`src/rtl/function_generator_playback_sequencer.sv`:
```
// function_generator_playback_sequencer: waveform RAM read-address sequencer with loop/one-shot playback and delayed sync.
// Defining PLAYBACK_REPEAT_COUNT_EN adds a repeat_count input that stops loop playback after that many passes.
module function_generator_playback_sequencer #(
  parameter int ADDR_WIDTH = 14,
  parameter int SYNC_DELAY = 3
) (
  input  logic                  clock,
  input  logic                  reset,
  input  logic                  enable,
  input  logic                  mode,
  input  logic                  trigger,
  input  logic                  resync,
  input  logic [ADDR_WIDTH-1:0] start_address,
  input  logic [ADDR_WIDTH-1:0] end_address,
`ifdef PLAYBACK_REPEAT_COUNT_EN
  input  logic [15:0]           repeat_count,
`endif
  output logic [ADDR_WIDTH-1:0] read_address,
  output logic                  running,
  output logic                  sync_out,
  output logic                  done,
  output logic                  config_error
);
  typedef enum logic [1:0] {IDLE, ARMED, RUN} state_t;
  localparam logic [ADDR_WIDTH-1:0] addr_one = 1;
  state_t state, state_n;
  logic [ADDR_WIDTH-1:0] addr_n, end_l, end_n;
  logic [SYNC_DELAY-1:0] sync_pipe;
  logic one_shot, one_shot_n, sync_raw, done_n, trig_q, valid, wrap, rise, load;
`ifdef PLAYBACK_REPEAT_COUNT_EN
  logic [15:0] reps, reps_n, passes, passes_n;
  logic halt, halt_n;
`endif
  assign running = state == RUN;
  assign sync_out = sync_pipe[SYNC_DELAY-1];
  always_comb begin
    valid = end_address > start_address;
    wrap = read_address == end_l - addr_one;
    rise = trigger && !trig_q;
    state_n = state;
    addr_n = read_address;
    end_n = end_l;
    one_shot_n = one_shot;
    done_n = 1'b0;
    load = 1'b0;
`ifdef PLAYBACK_REPEAT_COUNT_EN
    reps_n = reps;
    passes_n = passes;
    halt_n = halt && enable;
`endif
    if (!enable) begin
      state_n = IDLE;
      addr_n = start_address;
    end else begin
      case (state)
        IDLE: begin
          addr_n = start_address;
`ifdef PLAYBACK_REPEAT_COUNT_EN
          if (valid && !halt) begin
            reps_n = repeat_count;
            passes_n = 16'd0;
`else
          if (valid) begin
`endif
            state_n = mode ? ARMED : RUN;
            one_shot_n = 1'b0;
            load = !mode;
          end
        end
        ARMED: begin
          addr_n = start_address;
          if (rise) begin
            state_n = valid ? RUN : IDLE;
            one_shot_n = 1'b1;
            load = valid;
          end
        end
        default: begin
          addr_n = read_address + addr_one;
          if (wrap && one_shot) begin
            state_n = ARMED;
            addr_n = start_address;
            done_n = 1'b1;
          end else if (wrap || resync) begin
            // A reload re-validates the live window; an invalid one drops back to IDLE.
            addr_n = start_address;
            state_n = valid ? RUN : IDLE;
            load = valid;
`ifdef PLAYBACK_REPEAT_COUNT_EN
            if (wrap) begin
              passes_n = passes + 16'd1;
              if (reps != 16'd0 && passes_n == reps) begin
                state_n = IDLE;
                load = 1'b0;
                done_n = 1'b1;
                halt_n = 1'b1;
              end
            end
`endif
          end
        end
      endcase
    end
    if (load) begin
      end_n = end_address;
      addr_n = start_address;
    end
  end
  always_ff @(posedge clock or posedge reset) begin
    if (reset) begin
      state <= IDLE;
      read_address <= '0;
      end_l <= '0;
      one_shot <= 1'b0;
      sync_raw <= 1'b0;
      sync_pipe <= '0;
      done <= 1'b0;
      config_error <= 1'b0;
      trig_q <= 1'b0;
`ifdef PLAYBACK_REPEAT_COUNT_EN
      reps <= '0;
      passes <= '0;
      halt <= 1'b0;
`endif
    end else begin
      state <= state_n;
      read_address <= addr_n;
      end_l <= end_n;
      one_shot <= one_shot_n;
      sync_raw <= load;
      sync_pipe <= SYNC_DELAY'({sync_pipe, sync_raw});
      done <= done_n;
      config_error <= enable && !valid;
      trig_q <= trigger;
`ifdef PLAYBACK_REPEAT_COUNT_EN
      reps <= reps_n;
      passes <= passes_n;
      halt <= halt_n;
`endif
    end
  end
endmodule

```
`config.mk`:
```
export PLATFORM = sky130hd
export DESIGN_NAME = function_generator_playback_sequencer
export DESIGN_NICKNAME = d
export VERILOG_FILES = /design/src/rtl/function_generator_playback_sequencer.sv
export SDC_FILE = /design/constraint.sdc
export NUM_CORES = 1
export LEC_CHECK = 0
export ABC_AREA = 1
export CORE_MARGIN = 5
export CORE_UTILIZATION = 47
export DETAILED_ROUTE_END_ITERATION = 8
export PLACE_DENSITY = 0.8
export SLEW_MARGIN = 25
export SYNTH_ARGS = -nofsm -noshare
export SYNTH_HDL_FRONTEND = slang
export SYNTH_SLANG_ARGS = --single-unit
```
`constraint.sdc`:
```
create_clock -name clock -period 2.1 [get_ports clock]
set_input_delay 0.42 -clock clock [delete_from_list [all_inputs] [get_ports clock]]
set_output_delay 0.42 -clock clock [all_outputs]
set_load 0.05 [all_outputs]
```
Word-level counts from Yosys, hierarchy flattened
Cells that the tools add are included.

Logic and storage cells: 57. Register bits: 38.

Order comparisons: 1. Equal/unequal tests: 8. Add/sub/neg operators: 2. Reductions and logical operators: 12. Muxes and demuxes: 25.

Operators with widths (count): 14-bit 2-to-1 mux (5); 14-bit by 1-bit adder with 14-bit output (second input constant) (1); 14-bit equality test (1); 14-bit greater-than comparator (1); 2-bit 2-to-1 mux (7); 14-bit by 1-bit subtractor with 14-bit output (second input constant) (1); 1-bit 2-to-1 mux (10); 3-bit != test (second input constant) (2); 5-bit by 1-bit != test with 1-bit output (second input constant) (1); 2-bit != test (second input constant) (2); 1-bit one-hot mux with 2 select lines (2); 2-bit one-hot mux with 2 select lines (1); 4-bit AND reduction (1); 1-bit logical AND (3); 1-bit logical NOT (3); 3-bit AND reduction (1); 2-bit by 1-bit equality test with 1-bit output (second input constant) (1); 2-bit equality test (second input constant) (1); 2-bit logical NOT (1); 2-bit nonzero test (1); 2-bit OR reduction (1); 1-bit logical OR (1).

Logic depth before layout (Yosys ltp)
Gate-level depths: netlist (run 1).

Word-level depth: 8. Depth in mapped cells: 17. Mapped depth without buffers: 16.

Least setup slack after synthesis (run 1)
OpenSTA, ideal clock, no wires.

Kind: reg2reg. From: register read_address[3]. To: register end_l[5]. Required time: 1.983 ns. Library setup time: 0.117 ns. Stages on the path, launching flop included: 17. Buffers on the path: 1. Period minus slack after synthesis: 2.111 ns. Data arrival time: 1.994 ns. Slack: -0.011 ns. Path through: dfrtp_1 inv_1 nand2_1 inv_1 nor2_1 nand2_1 nand2_1 nand2_1 nor2_1 nand2_1 nor2_1 nand2_2 a21boi_4 nand2_4 buf_6 nand2_1 nand2_1.

Cells in the longest elaborated chain, start to end: 6. Elaborated cells on any way between the ends: 7. Those cells by class: 1 x eq/ne; 4 x mux; 2 x reduce/logical.

RTL lines: from (decl) (RTL line 18) `output logic [ADDR_WIDTH-1:0] read_address,`; from (signal assigned) (RTL line 127) `read_address <= addr_n;`; 14-bit equality test (*) (RTL line 38) `wrap = read_address == end_l - addr_one;`; 1-bit logical OR (RTL line 84) `end else if (wrap || resync) begin`; 1-bit 2-to-1 mux (RTL line 84); 1-bit 2-to-1 mux (*) (RTL line 80) `if (wrap && one_shot) begin`; 1-bit one-hot mux with 2 select lines (*) (RTL line 55) `case (state)`; 1-bit 2-to-1 mux (*) (RTL line 51) `if (!enable) begin`; to (signal assigned) (RTL line 128) `end_l <= end_n;`; to (decl) (RTL line 27) `logic [ADDR_WIDTH-1:0] addr_n, end_l, end_n;`.

Mark *: on every way between the ends. The rest lies on a longest branch, timed or not. A chain may end at the register's enable or synchronous reset.

Worst setup path in the final report (run 1)
From: register end_l[1]. To: register end_l[9].

Cells in the longest elaborated chain, start to end: 7. Elaborated cells on any way between the ends: 8. Those cells by class: 1 x add/sub; 1 x eq/ne; 4 x mux; 2 x reduce/logical.

RTL lines (RTL line): 14-bit by 1-bit subtractor with 14-bit output (*) (38); 14-bit equality test (*) (38); 1-bit logical OR (84); 1-bit 2-to-1 mux (84); 1-bit 2-to-1 mux (*) (80); 1-bit one-hot mux with 2 select lines (*) (55); 1-bit 2-to-1 mux (*) (51).

Marked as above.

==> metrics.cfg, run 1 <==
[status]
status=finished, violations left
violations=setup timing

[logic_synthesis]
synth-seq-cells=38
synth.net_count=409
synth.yosys.seq_area_share_pct=36.42
synth_cell_types=27
synth_warnings=0
syn_inst=359
synth.avg_cell_area_um2=7.274
synth_area_um2=2611

[sta]
final_hold_viol_count=0
post-route-min-period_ns=2.333
finalMaxSlewViolations=0
slew_headroom_pct=65.43
tightest_slew_ns=0.5176
clock_skew_ns=0.01494
setup_viol=31
timing.fmax_mhz=428.7
fin_ws_ns=-0.2327
finalCritPeriodShare_pct=111.1
rsz0062_at_grt=true

[pwr]
power.internal_mw=2.351
p_comb_share_pct=53.0
p_sw_share_pct=44.82
worst_ir_drop_vdd_v=0.0006710
power.density_nw_per_um2=1001
seq_power_share_pct=28.8
p_leak_nw=2.176
pwr-share-clk_pct=18.2
power.switching_mw=1.910

[layout]
stdcell_count=543
fill_cells=310
postLayoutCoreUtil_pct=78.24
diodes=0
nNetsFinal=520
syn_to_final_growth_pct=62.96
drive_gt1_share_pct=35.24

[grt]
grt_remaining_overflow=0
grt_pass1_vias=2994
grt_use_total_pct=24.07
grt_pass1_wl_um=13790
antenna_found_initial=0
grt_max_degree=39

[route]
vias=3070
initialDrtViolationCount=230
wirelength_um=10040
drt-vias-per-instance=5.654
wl_per_cell_um=18.49
drtPass1Iterations=5
antenna_left=0
drc=0

[place]
port_buffers=51
placed_cells=520
dp_hpwl_um=5366
routabilityCongestion=0.8599

[cts]
clock-root-buffer=clkbuf_8
cts_buffers=5
clk_latency_ns=0.31
cts.sinks=38
clkTransAtPathRegs_ns=0.09
htreeDepth=2
clockBufferDepth=2
cts_tree=done

[floorplan]
die_y_um=84.54
ios=52
die_area_um2=7146
rows=27
die_w_um=84.54
core_area_um2=5439
initial_core_util_pct=48.01

[min_path]
min-delay-path-class=reg2reg

[setup_path]
crit_path_end=end_l[9]
startpoint=end_l[1]
cp.required_ns=2.30
rr_startpoint=end_l[1]
cp-end-kind=register
crit_fanout=8
path_class=reg2reg
r2r_end=end_l[9]
r2r_setup_slack_ns=-0.23
reg2reg_depth=13
cp.arrival_ns=2.53
worstSetupStartpointType=register

[run]
max_cap_violations=0

-- cells in the final DEF (no fill, tap or decap), drive strengths merged, types with 2 or more instances in the layout --
cell type / synthesis / final
clkdlybuf4s50: 0 / 26
inv: 46 / 46
a21oi: 13 / 13
clkbuf: 1 / 5
nand4: 4 / 4
buf: 6 / 60
nor3: 5 / 5
nand2: 106 / 107
dlymetal6s2s: 0 / 10
bufinv: 0 / 2
ha: 16 / 16
xor2: 15 / 15
nand3: 35 / 35
dfrtp: 38 / 38
dlygate4sd2: 0 / 13
nor2: 43 / 43
xnor2: 10 / 10
o21ai: 16 / 16
-- metrics by stage --
| stage | cell area, µm² | hold slack (ns) | power, mW | setup TNS [ns] | setup slack [ns] |
|---|---|---|---|---|---|
| floorplan | 2613 | 0.3312 | 2.242 | 0 | 0.003362 |
| global placement | 3500 | 0.3330 | 2.669 | -9.399 | -0.5322 |
| detailed placement | 3500 | 0.3355 | 2.738 | -9.973 | -0.5439 |
| CTS | 3882 | 0.3491 | 3.770 | -0.2723 | -0.04271 |
| global route | 4255 | 0.3774 | 4.503 | -7.135 | -0.2904 |
| finish | 4255 | 0.3498 | 4.261 | -4.811 | -0.2327 |
-- worst min path at each step --
| stage | from | endpoint | slack (ns) | depth (start not counted) |
|---|---|---|---|---|
| 6_report | sync_pipe[0] | sync_pipe[1] | 0.35 | 0 |
| 5_1_grt | sync_pipe[0] | sync_pipe[1] | 0.38 | 0 |
| 4_1_cts | sync_pipe[0] | sync_pipe[1] | 0.35 | 0 |
| 3_5_place_dp | sync_pipe[0] | sync_pipe[1] | 0.34 | 0 |
| 3_3_place_gp | sync_pipe[0] | sync_pipe[1] | 0.33 | 0 |
| 2_1_floorplan | sync_raw | sync_pipe[0] | 0.33 | 0 |
-- layer usage --
metal / part of all wire [%] / GRT usage (%) / vias up
li1: - / - / 1361
met1: 37 / 27.13 / 1448
met2: 50 / 42.35 / 189
met3: 7.4 / 5.397 / 72
met4: 6.4 / 12.23 / 0
met5: 0 / 0 / -
-- registers in the layout, summed over array words and instances, names as in the netlist --
| register | cells |
|---|---|
| sync_pipe | 3 |
| trig_q | 1 |
| end_l | 14 |
| sync_raw | 1 |
| one_shot | 1 |
| done | 1 |
| state | 2 |
| config_error | 1 |
| read_address | 14 |
-- power groups by stage --
| stage | clock, mW | combinational, mW | sequential [mW] |
|---|---|---|---|
| after floorplan | 0 | 1.02 | 1.23 |
| after global placement | 0 | 1.52 | 1.15 |
| after detailed placement | 0 | 1.58 | 1.16 |
| after CTS | 0.779 | 1.82 | 1.17 |
| after global routing | 0.822 | 2.44 | 1.25 |
| final | 0.774 | 2.26 | 1.23 |
-- Yosys cell counts --
cell type,n,area share (%)
a21boi_4,1,0.72
a21o_1,1,0.29
a21oi_1,13,2.5
and2_1,1,0.24
buf_2,3,0.57
buf_4,1,0.29
buf_6,2,0.86
clkbuf_1,1,0.14
dfrtp_1,38,36
ha_1,16,7.7
inv_1,44,6.3
inv_2,2,0.29
nand2_1,100,14
nand2_2,5,1.2
nand2_4,1,0.43
nand3_1,35,6.7
nand4_1,4,0.96
nor2_1,36,5.2
nor2_2,6,1.4
nor2_4,1,0.43
nor3_1,5,0.96
o211ai_1,1,0.29
o21ai_0,11,2.1
o21ai_1,5,0.96
o21bai_1,1,0.29
xnor2_1,10,3.4
xor2_1,15,5.0
-- repair_timing --
item,4_1_cts,5_1_grt
endpoints found under the setup margin,32,36
pin swaps,30,23
gates resized for setup,66,83
setup buffers,5,8
hold buffers,0,0
cloned,1,1
endpoints found under the hold margin,0,0
-- critical path, cell delays in order (launching register included) --
cell and delay [ns]:
dfrtp_1 0.48, inv_2 0.09, ha_4 0.27, xor2_1 0.17, nand4_1 0.13, nor2_1 0.15, nand2_1 0.10, nor2_4 0.15
nand2_4 0.08, a21boi_4 0.15, buf_12 0.15, nand2_4 0.11, nand2_1 0.11, nand2_1 0.08
-- cell families (layout without fill, tap and decap cells) --
kind of cell	Yosys count	in the layout	synth area share, %
compound gates	33	33	7.139
flops	38	38	36.42
xor+xnor	25	25	8.385
buf+inv	53	164	8.481
simple gates	194	195	31.91
fa+ha+maj	16	16	7.666
-- final cells by class --
cell class	instances	area [µm²]	share of cell area, %
clock inverter	3	68.82	1.617
multi-input combinational	269	1879	44.16
sequential	38	958.4	22.52
clock buffer	5	68.82	1.617
inverter	46	172.7	4.058
tap	72	90.09	2.117
timing repair buffer	110	1017	23.90
Note: power is estimated with default switching activity, not from simulation.
==> inputs of run 2 (changes only) <==
--- a/config.mk
+++ b/config.mk
@@ -14,3 +14,4 @@
 export SYNTH_ARGS = -nofsm -noshare
 export SYNTH_HDL_FRONTEND = slang
 export SYNTH_SLANG_ARGS = --single-unit
+export TNS_END_PERCENT = 30
==> metrics.cfg, run 2 (synthesis gave the netlist of run 1 again) <==
[setup_path]
r2r_end=end_l[12]
cp.arrival_ns=2.42
cp_common_cell=nand2_1
crit_path_end=end_l[12]
critical_path.slowest_cell=clkdlybuf4s50_1
worstSetupStartpointType=primary input
cp_num_cells=13
slowest_delay_ns=0.47
cp.required_ns=2.30
crit_buf_inv=2
reg2reg_depth=13
startpoint=start_address[12]
cp_cell_sequence=clkdlybuf4s50_1 -> inv_2 -> ha_4 -> nand2_4 -> nor3_4 -> nand2_1 -> nand2_1 -> nand3_1 -> nand2_1 -> a21boi_4 -> nand2_4 -> nand2_2 -> nand2_2
crit_fanout=8
path_class=in2reg
cp-end-kind=register
cp_top_family=simple AND/OR/NAND/NOR gates
r2r_setup_slack_ns=-0.10
rr_startpoint=end_l[1]

[route]
initialDrtViolationCount=225
drtPass1Iterations=4
vias=2882
wirelength_um=8657
drt-vias-per-instance=5.357
antenna_left=0
wl_per_cell_um=16.09
drc=0

[sta]
post-route-min-period_ns=2.223
rsz0062_at_grt=true
final_hold_viol_count=0
timing.fmax_mhz=449.8
setup_viol=15
slew_headroom_pct=65.76
clock_skew_ns=0.01250
fin_ws_ns=-0.1231
finalMaxSlewViolations=0
whs_ns=0.3656
tightest_slew_ns=0.5121
finalCritPeriodShare_pct=105.9

[layout]
fin_area_um2=4069
reg_top3=end_l x14, read_address x14, sync_pipe x3
most-common-layout-cells=84 x nand2_1, 50 x buf_4, 34 x inv_1, 32 x dfrtp_1, 30 x nand3_1
drive_gt1_share_pct=30.04
syn_to_final_growth_pct=55.82
final_common_cell=nand2_1
nNetsFinal=515
diodes=0

[cts]
clock-root-buffer=clkbuf_8
cts_hold_buffers=0
cts_tree=done
cts_buffers=5
clk_latency_ns=0.31
clkTransAtPathRegs_ns=0.09
htreeDepth=2
cts.sinks=38
clockBufferDepth=2

[status]
status=finished, violations left
violations=setup timing

[grt]
grt_pass1_vias=3018
grt_remaining_overflow=0
busiest_layer=met2
gr-usage-met1_pct=26.85
grt_use_total_pct=23.83
grt_use_met2_pct=42.99
grt_max_degree=39
grt_pass1_wl_um=13770
grtUsageMet3_pct=5.594
antenna_found_initial=0

[floorplan]
die_w_um=84.54
die_area_um2=7146
core_area_um2=5439
ios=52
initial_core_util_pct=48.01
rows=27
die_y_um=84.54

[place]
port_buffers=51
placed_area_um2=3500
dp_hpwl_um=5366
routabilityCongestion=0.8599

[pwr]
p_leak_nw=2.094
worst_ir_drop_vdd_v=0.0007362
power.density_nw_per_um2=998.1

[min_path]
min-delay-path-class=reg2reg

[run]
max_cap_violations=0

run 2: routing by layer:
metal  vias up  share of wire (%)
li1       1345                  -
met4         0                3.2
met3        33                6.4
met5         -                  0
met1      1361                 38
met2       143                 52
run 2: worst reg2reg max path, stage by stage, from the launching register on:
cell      delay, ns
dfrtp_1        0.44
inv_2          0.09
ha_4           0.16
nand2_4        0.08
nor2_4         0.13
nand2_1        0.09
xor2_1         0.15
nand2_1        0.11
nor2_4         0.17
nand2_4        0.08
a21boi_4       0.27
nand2_4        0.17
nand2_2        0.12
nand2_2        0.06
run 2: repair_timing:
item | CTS | global route
pin swaps | 29 | 23
setup buffers | 5 | 4
resized for setup | 65 | 41
setup endpoints to repair | 32 | 35
gates cloned | 1 | 0
run 2: report_power, final:
group / internal [mW] / switching (mW)
logic: 0.882 / 1.19
clock network: 0.476 / 0.294
registers: 0.927 / 0.295
run 2: per-stage QoR:
step           instances  setup TNS, ns  utilization, %  worst slack, ns  total power, mW
5_1_grt              538         -4.731           74.81          -0.2508            4.304
2_1_floorplan        359              0               -         0.003362            2.242
3_3_place_gp         520         -9.399           64.34          -0.5322            2.669
4_1_cts              534        -0.2394           71.34         -0.04282            3.767
6_report             538         -1.272           74.81          -0.1231            4.061
3_5_place_dp         520         -9.973           64.34          -0.5439            2.738
run 2: cell type report:
cell class	count	area (µm²)
Multi-Input combinational cell	269	1778
Fill cell	344	1370
Sequential cell	38	958.4
Timing Repair Buffer	105	932.1
Inverter	46	172.7
Tap cell	72	90.09
Clock buffer	5	68.82
Clock inverter	3	68.82
run 2: worst min-delay path by stage:
stage	end	slack (ns)	cells past startpoint	start
floorplan	sync_pipe[0]	0.33	0	sync_raw
global placement	sync_pipe[1]	0.33	0	sync_pipe[0]
detailed placement	sync_pipe[1]	0.34	0	sync_pipe[0]
CTS	sync_pipe[1]	0.35	0	sync_pipe[0]
global route	sync_pipe[1]	0.37	0	sync_pipe[0]
finish	sync_pipe[1]	0.37	0	sync_pipe[0]
